<file path="config.mk">
export PLATFORM = sky130hd
export DESIGN_NAME = router_input_unit
export DESIGN_NICKNAME = d
export VERILOG_FILES = /design/src/rtl/router_pkg.sv /design/src/rtl/input_fifo.sv /design/src/rtl/router_input_unit.sv
export SDC_FILE = /design/constraint.sdc
export NUM_CORES = 1
export LEC_CHECK = 0
export ABC_AREA = 0
export CAP_MARGIN = 20
export CORE_MARGIN = 2
export CORE_UTILIZATION = 58
export CTS_CLUSTER_SIZE = 28
export DETAILED_ROUTE_END_ITERATION = 8
export PLACE_DENSITY = 0.92
export SLEW_MARGIN = 20
export SYNTH_ARGS = -nofsm -noshare
export SYNTH_HDL_FRONTEND = slang
export SYNTH_SLANG_ARGS = --single-unit
</file>
<file path="constraint.sdc">
create_clock -name clk -period 4.1 [get_ports clk]
set_input_delay 0.615 -clock clk [delete_from_list [all_inputs] [get_ports clk]]
set_output_delay 0.615 -clock clk [all_outputs]
set_load 0.02 [all_outputs]
</file>
<file path="src/rtl/router_pkg.sv">
// router_pkg: shared router types, port indices and the XY route helper
//   M            number of router ports (request vector width)
//   flit_t       {dest_x, dest_y, payload} single-flit packet
//   ic_state_t   input-unit head-flit FSM states
//   xy_route()   one-hot output port for a destination, X first then Y
package router_pkg;
   localparam int M = 5;
   localparam int COORD_W = 4;
   localparam int PAYLOAD_W = 8;
   localparam int PORT_LOCAL = 0;
   localparam int PORT_NORTH = 1;
   localparam int PORT_EAST = 2;
   localparam int PORT_SOUTH = 3;
   localparam int PORT_WEST = 4;
   typedef struct packed {
      logic [COORD_W-1:0] dest_x;
      logic [COORD_W-1:0] dest_y;
      logic [PAYLOAD_W-1:0] payload;
   } flit_t;
   typedef enum logic [1:0] {IDLE, ROUTE, REQ} ic_state_t;
   function automatic logic [0:M-1] xy_route(input logic [COORD_W-1:0] dx, dy, x, y);
      logic [0:M-1] r;
      r = '0;
      if (dx > x) r[PORT_EAST] = 1'b1;
      else if (dx < x) r[PORT_WEST] = 1'b1;
      else if (dy > y) r[PORT_SOUTH] = 1'b1;
      else if (dy < y) r[PORT_NORTH] = 1'b1;
      else r[PORT_LOCAL] = 1'b1;
      return r;
   endfunction
endpackage

</file>
<file path="src/rtl/input_fifo.sv">
// input_fifo: DEPTH-entry flit FIFO with caller-qualified push/pop
//   clk, reset   clock, synchronous active-high reset
//   push, pop    write/read strobes, already qualified by the caller
//   din          flit written on push
//   head         oldest flit, zero when empty
//   head_next    entry behind the head (ROUTE_LOOKAHEAD_EN builds only)
//   full, empty  occupancy flags
//   count        occupancy, 0..DEPTH
module input_fifo
   import router_pkg::*;
#(
   parameter int DEPTH = 4
) (
   input  logic clk,
   input  logic reset,
   input  logic push,
   input  logic pop,
   input  flit_t din,
   output flit_t head,
`ifdef ROUTE_LOOKAHEAD_EN
   output flit_t head_next,
`endif
   output logic full,
   output logic empty,
   output logic [$clog2(DEPTH):0] count
);
   localparam int AW = $clog2(DEPTH);
   flit_t mem [DEPTH];
   logic [AW-1:0] rd_ptr;
   logic [AW-1:0] wr_ptr;
   assign full = count == (AW+1)'(DEPTH);
   assign empty = count == '0;
   assign head = empty ? '0 : mem[rd_ptr];
`ifdef ROUTE_LOOKAHEAD_EN
   assign head_next = mem[rd_ptr + AW'(1)];
`endif
   always_ff @(posedge clk) begin
      if (reset) begin
         rd_ptr <= '0;
         wr_ptr <= '0;
         count <= '0;
      end else begin
         if (push) wr_ptr <= wr_ptr + AW'(1);
         if (pop) rd_ptr <= rd_ptr + AW'(1);
         count <= count + (AW+1)'(push) - (AW+1)'(pop);
      end
   end
   always_ff @(posedge clk) if (push) mem[wr_ptr] <= din;
endmodule

</file>
<file path="src/rtl/router_input_unit.sv">
// router_input_unit: mesh router input port - buffers flits, XY-routes the head, requests and pops on grant
//   clk, reset       clock, synchronous active-high reset (overrides ce)
//   ce               clock enable, low freezes all state
//   i_data/_val      incoming flit and its valid
//   o_en             upstream may send (FIFO not full)
//   o_output_req     one-hot output port request for the head flit, only in REQ
//   i_input_grant    grant for this input; pops the head when in REQ
//   o_data           FIFO head flit
//   o_overflow       sticky: a flit was dropped because the FIFO was full
// Build option ROUTE_LOOKAHEAD_EN: on a grant with more flits queued the request moves
// straight to the next flit's route, skipping the ROUTE bubble.
module router_input_unit
   import router_pkg::*;
#(
   parameter int DEPTH = 4,
   parameter int X_LOC = 0,
   parameter int Y_LOC = 0
) (
   input  logic clk,
   input  logic reset,
   input  logic ce,
   input  flit_t i_data,
   input  logic i_data_val,
   output logic o_en,
   output logic [0:M-1] o_output_req,
   input  logic i_input_grant,
   output flit_t o_data,
   output logic o_overflow
);
   localparam int AW = $clog2(DEPTH);
   localparam logic [COORD_W-1:0] XC = COORD_W'(X_LOC);
   localparam logic [COORD_W-1:0] YC = COORD_W'(Y_LOC);
   ic_state_t state;
   logic full;
   logic empty;
   logic push;
   logic pop;
   logic remain;
   logic [AW:0] count;
   assign o_en = !full;
   assign pop = ce && state == REQ && i_input_grant;
   assign push = ce && i_data_val && (!full || pop);
   // a flit is left after this pop, counting one pushed in the same cycle
   assign remain = count > (AW+1)'(1) || push;
`ifdef ROUTE_LOOKAHEAD_EN
   flit_t head_next;
   flit_t follow;
   // with a single entry the follower can only be the flit arriving now
   assign follow = count > (AW+1)'(1) ? head_next : i_data;
`endif
   input_fifo #(.DEPTH(DEPTH)) u_fifo (
      .clk(clk),
      .reset(reset),
      .push(push),
      .pop(pop),
      .din(i_data),
      .head(o_data),
`ifdef ROUTE_LOOKAHEAD_EN
      .head_next(head_next),
`endif
      .full(full),
      .empty(empty),
      .count(count)
   );
   always_ff @(posedge clk) begin
      if (reset) begin
         state <= IDLE;
         o_output_req <= '0;
         o_overflow <= 1'b0;
      end else if (ce) begin
         if (i_data_val && full && !pop) o_overflow <= 1'b1;
         case (state)
            IDLE: if (!empty || push) state <= ROUTE;
            ROUTE: begin
               o_output_req <= xy_route(o_data.dest_x, o_data.dest_y, XC, YC);
               state <= REQ;
            end
            REQ: if (i_input_grant) begin
`ifdef ROUTE_LOOKAHEAD_EN
               o_output_req <= remain ? xy_route(follow.dest_x, follow.dest_y, XC, YC) : '0;
               state <= remain ? REQ : IDLE;
`else
               o_output_req <= '0;
               state <= remain ? ROUTE : IDLE;
`endif
            end
            default: state <= IDLE;
         endcase
      end
   end
endmodule

</file>
Word level (Yosys, flattened, before mapping). Memories as Yosys holds them, arrays and structs flattened. A register that Yosys moved wholly into a read port is not among the register bits. Cells that the tools add are included.

$add $sub $neg: 4. $mul: 0. Divide/modulo/power cells: 0. Magnitude comparators: 5. Eq/ne operators: 5. Shift-type cells: 0. Mux-type cells: 21. Bitwise gates (word level): 0. Reduce and logical (&&, ||, !) cells: 18.

Operators by type and width (number): $mux W16 (1); $mux W2 (8); $pmux W5 S2 (1); $mux W1 (9); $gt A4 B1 Y1 const B (2); $lt A4 B1 Y1 const B (2); $logic_and A1 B1 Y1 (6); $pmux W2 S3 (1); $reduce_and A3 Y1 (2); $mux W5 (1); $add A2 B1 Y2 const B (2); $ne A2 B2 Y1 const B (2); $add A3 B1 Y3 (1); $eq A3 B3 Y1 const B (1); $gt A3 B1 Y1 const B (1); $logic_not A1 Y1 (3); $logic_not A3 Y1 (1); $logic_or A1 B1 Y1 (3); $sub A3 B1 Y3 (1); $eq A2 B1 Y1 const B (1); $eq A2 B2 Y1 const B (1); $logic_not A2 Y1 (1); $reduce_and A2 Y1 (1); $reduce_bool A2 Y1 (1).

Bits in registers: 15. Latch bits: 0. Memory bits (writable): 64. ROM bits: 0. Input bits: 21. Logic and storage cells: 60. Memories kept: 1.

Memory list: u_fifo.mem (depth 4, width 16, rd ports 1, clocked after Yosys merged registers in 1, write ports 1, RTL line input_fifo.sv:28) `flit_t mem [DEPTH];`.

Longest topological paths before layout.
Word-level depth: 9. Gate-level depth with buffers: 10. Gate-level depth less buffers: 9.

Modules after synthesis. A second synthesis with hierarchy kept.

Cells, all modules: 186. Area, all modules: 3231.8 um^2.

Modules (own cells, without submodules): input_fifo (times used 1, cells an instance 144, area each 2894.0 um^2); router_input_unit (times used 1, cells an instance 42, area each 337.8 um^2).

Worst setup path before layout. OpenSTA, ideal clock, no wires.

Path type: input -> register. Start: input port i_input_grant. End: register u_fifo.count[2]. Setup time: 0.128 ns. Data arrival time: 1.873 ns. Path slack: 2.099 ns. Stages: 9. Cell sequence: nand4b_1 > inv_1 > ha_1 > inv_1 > ha_1 > inv_1 > fa_1 > xnor2_1 > nor2_1.

Longest elaborated chain between the ends: 5.

RTL lines: from (decl) (RTL line router_input_unit.sv:26) `input logic i_input_grant,`; $logic_and A1 B1 Y1 (*) (RTL line router_input_unit.sv:41) `assign pop = ce && state == REQ && i_input_grant;`; net pop (RTL line router_input_unit.sv:37) `logic pop;`; $logic_or A1 B1 Y1 (RTL line router_input_unit.sv:42) `assign push = ce && i_data_val && (!full || pop);`; $logic_and A1 B1 Y1 (RTL line router_input_unit.sv:42); $add A3 B1 Y3 (RTL line input_fifo.sv:45) `count <= count + (AW+1)'(push) - (AW+1)'(pop);`; $sub A3 B1 Y3 (*) (RTL line input_fifo.sv:45); to (signal assigned) (RTL line input_fifo.sv:45); to (decl) (RTL line input_fifo.sv:25) `output logic [$clog2(DEPTH):0] count`.

Mark *: on every way through the listed nets, which the timed path passes. The rest lies on a longest branch. A chain may end at the register's enable or synchronous reset.

==> flow_summary.ini <==
[placed_design]
dp_hpwl_um = 3500
gp_routability_congestion = 0.763
placed_cell_area_um2 = 3690
io_buffer_count = 41
place_inst = 296

[timing]
worst_slew_pin_slew_ns = 0.824
max_slew_margin_pct = 45.1
setup_tns_ns = 0
rsz0062_at_grt = false
skew_ns = 0.0103
maxSlewViolCount = 0
min_period_ns = 3.04
period_share_pct = 74.1
hold_viol = 0
clock.fmax_mhz = 329
setup_viol = 0

[setup_path]
r2r_setup_slack_ns = 1.86
critical_path.startpoint_type = register
crit_type = reg2out
cp_data_arrival_time_ns = 2.42
crit_chain = mux4_2 > nor2b_1 > clkdlybuf4s50_1
crit_required_ns = 3.48
slowest_stage = dfxtp_1
rr_startpoint = state[1]
r2r_end = u_fifo.mem[3][9]
endpoint_kind = output pin
critPathTopFamily = flip-flops
reg2reg_depth = 3
worst-path-buf-inv = 1
critPathMaxFanout = 16
crit_path_max_incr_delay_ns = 0.84

[synth]
synth_seq_area_share_pct = 68.5
synth_top_area_share_pct = 59.2
synth_warnings = 0
ys_seq_elements = 79
async_flop_share_pct = 0
synth_cells = 191
synth_edf_count = 64
synthDistinctLibCells = 35
yosys-top-cells-area = edfxtp_1 59%, mux4_2 11%, dfxtp_1 9.3%, nor2b_1 3.3%, ha_1 2.7%
syn_area_um2 = 3250
ys.flop_type = edfxtp_1
avgSynthCellArea_um2 = 17.0
yosys.area.top_type = edfxtp_1

[grt]
track_usage_pct = 19.2
antenna_found_initial = 0
grt_overflow = 0
grt_pass1_vias = 1780
grt_max_degree = 21
grt_pass1_wl_um = 8550

[routing]
ant_nets = 0
wl_um = 5280
vias_per_cell = 5.41
wl_per_cell_um = 16.9
vias = 1688
dr.pass1.iters = 5
drt_iter0_drc = 108
drc_errors = 0

[outcome]
status = completed

[die]
die_width_um = 78.8
dieArea_um2 = 6210
core-area_um2 = 5440
die_h_um = 78.8
initial_core_util_pct = 59.7
design.portCount = 44
row_count = 27

[final_layout]
diodes = 0
final_nets = 264
fillers = 326
layout_commonest_cell = edfxtp_1
syn_to_final_growth_pct = 18.9
final_cell_mix = 64 x edfxtp_1, 41 x clkdlybuf4s50_1, 17 x nor2b_1
design_area_um2 = 3860
finalNonFillerCells = 312
drive_gt1_share_pct = 15.0

[clock_tree]
cts_resized = 0
hold_buffers = 0
path_clk_slew_ns = 0.07
cts_buffer_depth = 2
cts_tree = built
clock-sinks = 79
cts_made_buffers = 9
clock_latency_ns = 0.34
h-tree-depth = 3
cts_setup_buffers = 0
cts_root_buf = clkbuf_8

[hold_path]
hold_end = o_output_req[2]
min_from = o_output_req[2]
holdPathStages = 2
holdCritPathClass = reg2reg

[power_and_ir_drop]
p_per_area_nw_per_um2 = 431
max-vdd-ir-drop_v = 0.000319
power_leakage_nw = 1.26

[job]
max_cap_violations = 0
cell usage after synthesis, drive strengths merged (2+ instances only):
master	count
clkbuf	4
nand2	6
a21oi	3
buf	7
nor3	2
xnor2	3
mux4	16
and2	4
xor2	2
ha	7
dfxtp	15
a31oi	2
nor3b	2
nor4	2
edfxtp	64
nor2	11
o31ai	2
nor2b	17
inv	10
where the power goes:
group | switching [W] | internal (W)
combinational | 0.000143 | 0.000125
clock | 0.000263 | 0.000217
sequential | 0.0000175 | 0.000897
total | 0.000424 | 0.00124
metal layers:
metal  track usage [%]  up-vias  wire [um]
li1                  -      799          -
met1              23.0      834       2180
met2              32.5       51       2780
met3              4.89        4        242
met4              9.12        0         71
met5                 0        -          0
cells by family after synthesis:
group	Yosys count	share of synthesized area (%)
fa+ha+maj	8	3.32
simple gates	48	8.98
xor+xnor	5	1.35
buf+inv	21	3.51
mux	17	11.4
other cells	1	0.116
flops	79	68.5
compound gates	12	2.85
worst max-delay path by stage:
| stage | end | slack (ns) | depth (start not counted) |
|---|---|---|---|
| 2_1_floorplan | u_fifo.count[2] | 2.10 | 9 |
| 3_3_place_gp | u_fifo.mem[1][2] | 1.23 | 4 |
| 3_5_place_dp | u_fifo.mem[1][2] | 1.14 | 4 |
| 4_1_cts | o_data[9] | 1.04 | 3 |
| 5_1_grt | o_data[14] | 0.98 | 3 |
| 6_report | o_data[9] | 1.06 | 3 |
layout make-up:
type / count / area (um^2) / share of cell area (%)
inverter: 10 / 37.5 / 0.973
multi-input combinational: 92 / 918 / 23.8
timing repair buffer: 43 / 425 / 11.0
clock inverter: 6 / 36.3 / 0.941
tap: 72 / 90.1 / 2.34
sequential: 79 / 2220 / 57.6
clock buffer: 10 / 128 / 3.31
metrics by stage:
stage	total power, W	worst slack [ns]	util [%]	hold slack [ns]
floorplan	0.00108	2.10	-	0.485
finish	0.00166	1.06	70.9	0.455
CTS	0.00168	1.04	70.9	0.458
global placement	0.00120	1.23	67.9	0.438
global route	0.00173	0.982	70.9	0.497
detailed placement	0.00120	1.14	67.9	0.440
tightest hold or removal path: stages, from the launching register on:
cell and delay (ns):
dfxtp_1 0.33, nand2_1 0.05, o31ai_1 0.05
flip-flops by register name (all words and copies together), names as in the netlist, named ones only:
register       flops
u_fifo.mem        64
o_output_req       3
u_fifo.count       3
state              2
u_fifo.rd_ptr      2
u_fifo.wr_ptr      2
o_overflow         1
Power figures use the tool's default switching activity.
